### src/rtl/riscv_ctrl_pkg.sv
// Shared RV32I control encodings: FSM states, opcodes, ALUOp and mux selects.
package riscv_ctrl_pkg;

    localparam int unsigned STATE_W = 4;
    localparam int unsigned OP_W    = 7;

    typedef enum logic [STATE_W-1:0] {
        FETCH    = 4'd0,
        DECODE   = 4'd1,
        MEMADR   = 4'd2,
        MEMREAD  = 4'd3,
        MEMWB    = 4'd4,
        MEMWRITE = 4'd5,
        EXECUTER = 4'd6,
        EXECUTEI = 4'd7,
        ALUWB    = 4'd8,
        BEQ      = 4'd9,
        JAL      = 4'd10
    } state_t;

    localparam logic [OP_W-1:0] OP_LW  = 7'b0000011;
    localparam logic [OP_W-1:0] OP_SW  = 7'b0100011;
    localparam logic [OP_W-1:0] OP_R   = 7'b0110011;
    localparam logic [OP_W-1:0] OP_I   = 7'b0010011;
    localparam logic [OP_W-1:0] OP_BEQ = 7'b1100011;
    localparam logic [OP_W-1:0] OP_JAL = 7'b1101111;

    localparam logic [1:0] ALUOP_ADD   = 2'b00;
    localparam logic [1:0] ALUOP_SUB   = 2'b01;
    localparam logic [1:0] ALUOP_FUNCT = 2'b10;

    localparam logic [1:0] SRCA_PC    = 2'b00;
    localparam logic [1:0] SRCA_OLDPC = 2'b01;
    localparam logic [1:0] SRCA_RS1   = 2'b10;

    localparam logic [1:0] SRCB_RS2  = 2'b00;
    localparam logic [1:0] SRCB_IMM  = 2'b01;
    localparam logic [1:0] SRCB_FOUR = 2'b10;

    localparam logic [1:0] RES_ALUOUT    = 2'b00;
    localparam logic [1:0] RES_READDATA  = 2'b01;
    localparam logic [1:0] RES_ALURESULT = 2'b10;

    localparam logic [1:0] IMM_I = 2'b00;
    localparam logic [1:0] IMM_S = 2'b01;
    localparam logic [1:0] IMM_B = 2'b10;
    localparam logic [1:0] IMM_J = 2'b11;

endpackage

### src/rtl/instr_dec.sv
// Opcode -> immediate format select; purely combinational, reusable by other controllers.
module instr_dec
    import riscv_ctrl_pkg::*;
(
    input  logic [OP_W-1:0] op,
    output logic [1:0]      imm_src
);

    // Immediate format lookup
    always_comb begin
        imm_src = IMM_I;
        case (op)
            OP_SW:   imm_src = IMM_S;
            OP_BEQ:  imm_src = IMM_B;
            OP_JAL:  imm_src = IMM_J;
            default: imm_src = IMM_I;
        endcase
    end

endmodule

### src/rtl/main_fsm.sv
// Multicycle RV32I main control FSM: fetch/decode/execute/memory/writeback sequencing.
module main_fsm
    import riscv_ctrl_pkg::*;
(
    input  logic               clk,
    input  logic               rst_n,
    input  logic [OP_W-1:0]    op,
    input  logic               zero,
    input  logic               mem_ready,
    output logic [1:0]         alu_op,
    output logic [1:0]         alu_src_a,
    output logic [1:0]         alu_src_b,
    output logic [1:0]         result_src,
    output logic [1:0]         imm_src,
    output logic               adr_src,
    output logic               ir_write,
    output logic               pc_write,
    output logic               reg_write,
    output logic               mem_write,
    output logic               instr_done,
    output logic               illegal_instr,
    output logic [STATE_W-1:0] state_dbg
);

    state_t state_q;
    state_t state_d;
    logic   pc_update;
    logic   branch;
    logic   ir_write_raw;
    logic   reg_write_raw;
    logic   mem_write_raw;

    instr_dec u_instr_dec (
        .op      (op),
        .imm_src (imm_src)
    );

    // State register; reset abandons any in-flight instruction
    always_ff @(posedge clk) begin
        if (!rst_n) state_q <= FETCH;
        else        state_q <= state_d;
    end

    // Next-state and per-state control decode
    always_comb begin
        state_d       = FETCH;
        alu_op        = ALUOP_ADD;
        alu_src_a     = SRCA_PC;
        alu_src_b     = SRCB_RS2;
        result_src    = RES_ALUOUT;
        adr_src       = 1'b0;
        ir_write_raw  = 1'b0;
        pc_update     = 1'b0;
        branch        = 1'b0;
        reg_write_raw = 1'b0;
        mem_write_raw = 1'b0;
        instr_done    = 1'b0;
        illegal_instr = 1'b0;
        case (state_q)
            DECODE: begin
                alu_src_a = SRCA_OLDPC;
                alu_src_b = SRCB_IMM;
                case (op)
                    OP_LW, OP_SW: state_d = MEMADR;
                    OP_R:         state_d = EXECUTER;
                    OP_I:         state_d = EXECUTEI;
                    OP_BEQ:       state_d = BEQ;
                    OP_JAL:       state_d = JAL;
                    default: begin
                        state_d       = FETCH;
                        illegal_instr = 1'b1;
                    end
                endcase
            end
            MEMADR: begin
                alu_src_a = SRCA_RS1;
                alu_src_b = SRCB_IMM;
                state_d   = (op == OP_LW) ? MEMREAD : MEMWRITE;
            end
            MEMREAD: begin
                adr_src = 1'b1;
                state_d = mem_ready ? MEMWB : MEMREAD;
            end
            MEMWB: begin
                result_src    = RES_READDATA;
                reg_write_raw = 1'b1;
                instr_done    = 1'b1;
            end
            MEMWRITE: begin
                adr_src       = 1'b1;
                mem_write_raw = 1'b1;
                instr_done    = mem_ready;
                state_d       = mem_ready ? FETCH : MEMWRITE;
            end
            EXECUTER: begin
                alu_src_a = SRCA_RS1;
                alu_op    = ALUOP_FUNCT;
                state_d   = ALUWB;
            end
            EXECUTEI: begin
                alu_src_a = SRCA_RS1;
                alu_src_b = SRCB_IMM;
                alu_op    = ALUOP_FUNCT;
                state_d   = ALUWB;
            end
            ALUWB: begin
                reg_write_raw = 1'b1;
                instr_done    = 1'b1;
            end
            BEQ: begin
                alu_src_a  = SRCA_RS1;
                alu_op     = ALUOP_SUB;
                branch     = 1'b1;
                instr_done = 1'b1;
            end
            JAL: begin
                alu_src_a = SRCA_OLDPC;
                alu_src_b = SRCB_FOUR;
                pc_update = 1'b1;
                state_d   = ALUWB;
            end
            default: begin
                // FETCH and unused encodings share the fetch decode; only FETCH proceeds
                alu_src_b    = SRCB_FOUR;
                result_src   = RES_ALURESULT;
                ir_write_raw = mem_ready;
                pc_update    = mem_ready;
                state_d      = (state_q == FETCH && mem_ready) ? DECODE : FETCH;
            end
        endcase
    end

    // Write enables are suppressed for the whole time reset is asserted
    always_comb begin
        ir_write  = rst_n & ir_write_raw;
        pc_write  = rst_n & (pc_update | (branch & zero));
        reg_write = rst_n & reg_write_raw;
        mem_write = rst_n & mem_write_raw;
        state_dbg = STATE_W'(state_q);
    end

endmodule
### config.mk
export PLATFORM = sky130hd
export DESIGN_NAME = main_fsm
export DESIGN_NICKNAME = d
export VERILOG_FILES = /design/src/rtl/riscv_ctrl_pkg.sv /design/src/rtl/instr_dec.sv /design/src/rtl/main_fsm.sv
export SDC_FILE = /design/constraint.sdc
export NUM_CORES = 1
export LEC_CHECK = 0
export CAP_MARGIN = 20
export CELL_PAD_IN_SITES_DETAIL_PLACEMENT = 2
export CELL_PAD_IN_SITES_GLOBAL_PLACEMENT = 2
export CORE_MARGIN = 1
export CORE_UTILIZATION = 19
export CTS_CLUSTER_SIZE = 14
export DETAILED_ROUTE_END_ITERATION = 6
export GPL_TIMING_DRIVEN = 0
export HOLD_SLACK_MARGIN = 0.12
export PLACE_DENSITY_LB_ADDON = 0.08
export RECOVER_POWER = 50
export SETUP_SLACK_MARGIN = 0.4
export SYNTH_ARGS = -nofsm -noshare
export SYNTH_HDL_FRONTEND = slang
export SYNTH_SLANG_ARGS = --single-unit
### constraint.sdc
create_clock -name clk -period 1.7 [get_ports clk]
set_input_delay 0.34 -clock clk [delete_from_list [all_inputs] [get_ports clk]]
set_output_delay 0.34 -clock clk [all_outputs]
set_load 0.01 [all_outputs]
==> flow_summary.ini <==
[status]
outcome = finished, violations left
violations = negative setup slack

[run]
cap_viol_max_count = 0

[timing]
final.min_clock_period_ns = 1.867
final.setup_skew_ns = 0.01093
fmax_ghz = 0.5356
worst_slew_pin_slew_ns = 0.3835
relSlewSlack_pct = 74.22
layout_worst_path_cycle_share_pct = 109.8
finalHoldViolCount = 0
maxSlewViolCount = 0
grt_setup_unrepaired = yes
setup_violations = 7
final.setup.worst_slack_ns = -0.1671

[place]
place_ws_ns = -0.6854
place_congestion = 0.7176
post_dp_cell_area_um2 = 1037
hpwl_mm = 2.033
port_buffers = 31

[detailed_routing]
first_pass_iters = 4
drt_iter0_markers = 24
route.detailed.drc = 0
vias = 1092
via_per_inst = 4.986
ant_nets = 0
wirelength_mm = 5.013
wl_per_cell_um = 22.89

[finish]
final_cell_area_um2 = 1634
seq_area_um2 = 90.09
n_fill_cell = 311
largest_reg_flops = 4
area_growth_pct = 169.8
nets = 188
drive_gt1_share_pct = 73.71
multi_input_area_um2 = 708.2
diodes = 0

[critical_path]
cpPeakStageDelay_ns = 0.37
slowest_stage = or3_4
cp_data_required_time_ns = 1.36
critPathCaptureType = output port
crit_fanout = 7
setup.worst_path.class = reg -> out
crit_chain = buf_6 -> buf_8 -> or3_4 -> a21oi_2 -> buf_2
cp.arrival_ns = 1.53
reg2reg_depth = 7
start_kind = flip-flop

[synthesis]
netlist_area_um2 = 605.6
synth_edf_count = 0
ys_async_sr_fraction_pct = 0
avgSynthCellArea_um2 = 6.512
syn_nets = 104
seq_area_frac_synth_pct = 13.22
yosys_register_bits = 4
synth.distinct_cells = 35
synth_ff_type = dfxtp_1
yosys_warnings = 0
synthCells = 93

[floorplanning]
num_io_pins = 32
die_x_um = 58.46
initial_core_util_pct = 20.00
num_rows = 20
die-area_um2 = 3417
core_um2 = 3028
die_y_um = 58.46

[clocking]
cts_root_buf = clkbuf_4
cts.sinks = 4
clockBufferDepth = 2
worst_skew_pair.late_latency_ns = 0.24
cts_tree = yes
clk_transition_reported_paths_ns = 0.05
htreeDepth = 1
cts_buffers = 3
cts-hold-fix-buffers = 0

[min_path]
hold_path_depth = 4
min_path_type = in -> reg

[pwr]
peakVddDrop_v = 0.0001670
power.leakage_nw = 0.7509
p_total_uw = 467.7
powerDensity_nw_per_um2 = 286.2

[global_routing]
grt_pass1_vias = 1122
grt_antenna_before_repair = 0
grt_pass1_wl_mm = 6.078
grt_start_max_net_pins = 8
grt.total_usage_pct = 24.04
overflow = 0
cell usage in the layout (no fill, tap or decap), drive strengths merged, types with 3 or more instances in the layout:
master / instances
nand3: 3
o21ai: 5
nand2b: 5
clkbuf: 7
nand2: 10
and3: 3
nor3: 3
dfxtp: 4
or3: 5
buf: 77
inv: 4
nor2b: 4
nor2: 10
a21oi: 7
worst max-delay path, delay by kind of cell (launching register included):
kind                   cells  cell delay, ns
flip-flops                 1            0.33
AND/OR/NAND/NOR            1            0.37
AO/OA/AOI/OAI              1            0.16
buffers and inverters      3            0.43
path summary, 6_finish.rpt:
| path | from | endpoint | slack, ns |
|---|---|---|---|
| max | state_dbg[0] | alu_src_a[0] | -0.17 |
| min | op[4] | state_dbg[1] | 0.56 |
| max reg2reg | state_dbg[0] | state_dbg[0] | 0.18 |
| min reg2reg | state_dbg[2] | state_dbg[2] | 0.87 |
per-stage QoR:
| stage | utilization [%] | std cells | hold slack [ns] | setup TNS (ns) |
|---|---|---|---|---|
| floorplan | - | 93 | 0.4617 | 0 |
| global placement | 34.26 | 168 | 0.7092 | -6.471 |
| detailed placement | 34.26 | 168 | 0.7289 | -6.778 |
| CTS | 47.23 | 207 | 0.5702 | -0.06408 |
| global route | 53.97 | 219 | 0.5574 | -0.9192 |
| finish | 53.97 | 219 | 0.5582 | -0.5599 |
kinds of logic after synthesis:
kind of cell,Yosys count,synth area share (%)
and+or+nand+nor,49,44.01
DFF,4,13.22
AOI/OAI and AO/OA,27,31.61
buffers and inverters,10,6.817
xor gates and xnor gates,3,4.340
synth_stat cells, types with 2 or more instances:
| cell type | count | area share, % |
|---|---|---|
| inv_1 | 5 | 3.1 |
| a21o_1 | 2 | 2.5 |
| xnor2_1 | 2 | 2.9 |
| a21boi_0 | 2 | 2.5 |
| or3_4 | 2 | 3.7 |
| nand2b_1 | 5 | 5.2 |
| nand2_1 | 10 | 6.2 |
| and3_1 | 3 | 3.1 |
| nand3_1 | 3 | 2.5 |
| nor3_1 | 3 | 2.5 |
| and2_1 | 2 | 2.1 |
| a21oi_1 | 7 | 5.8 |
| o21ai_0 | 5 | 4.1 |
| buf_2 | 3 | 2.5 |
| dfxtp_1 | 4 | 13 |
| a31oi_1 | 2 | 2.1 |
| or3_1 | 3 | 3.1 |
| nor2_1 | 10 | 6.2 |
| nor2b_1 | 4 | 4.1 |
repair_timing:
action | 4_1_cts | 5_1_grt
setup buffers | 36 | 12
pin swaps | 21 | 17
resized for setup | 167 | 36
endpoints found under the setup margin | 25 | 25
layout make-up:
| class | count | area share (%) |
|---|---|---|
| buffer | 5 | 4.364 |
| clock buffer | 3 | 1.378 |
| inverter | 5 | 1.378 |
| multi-input combinational | 79 | 43.34 |
| sequential | 4 | 5.513 |
| tap | 44 | 3.369 |
| timing repair buffer | 79 | 40.66 |
power by group:
| group | switching, mW | internal (mW) |
|---|---|---|
| sequential | 0.00263 | 0.0940 |
| clock | 0.0449 | 0.0794 |
| combinational | 0.123 | 0.124 |
| total | 0.170 | 0.297 |
per-layer routing:
metal	share of wire, %	wire length [um]	track usage (%)	vias to the layer above
li1	-	-	-	501
met2	54	2695	45.98	34
met3	2.3	116	2.418	10
met4	2.0	102	5.102	0
met1	42	2098	28.80	547
met5	0	0	0	-
No activity file was read; power rests on OpenSTA's default activity.
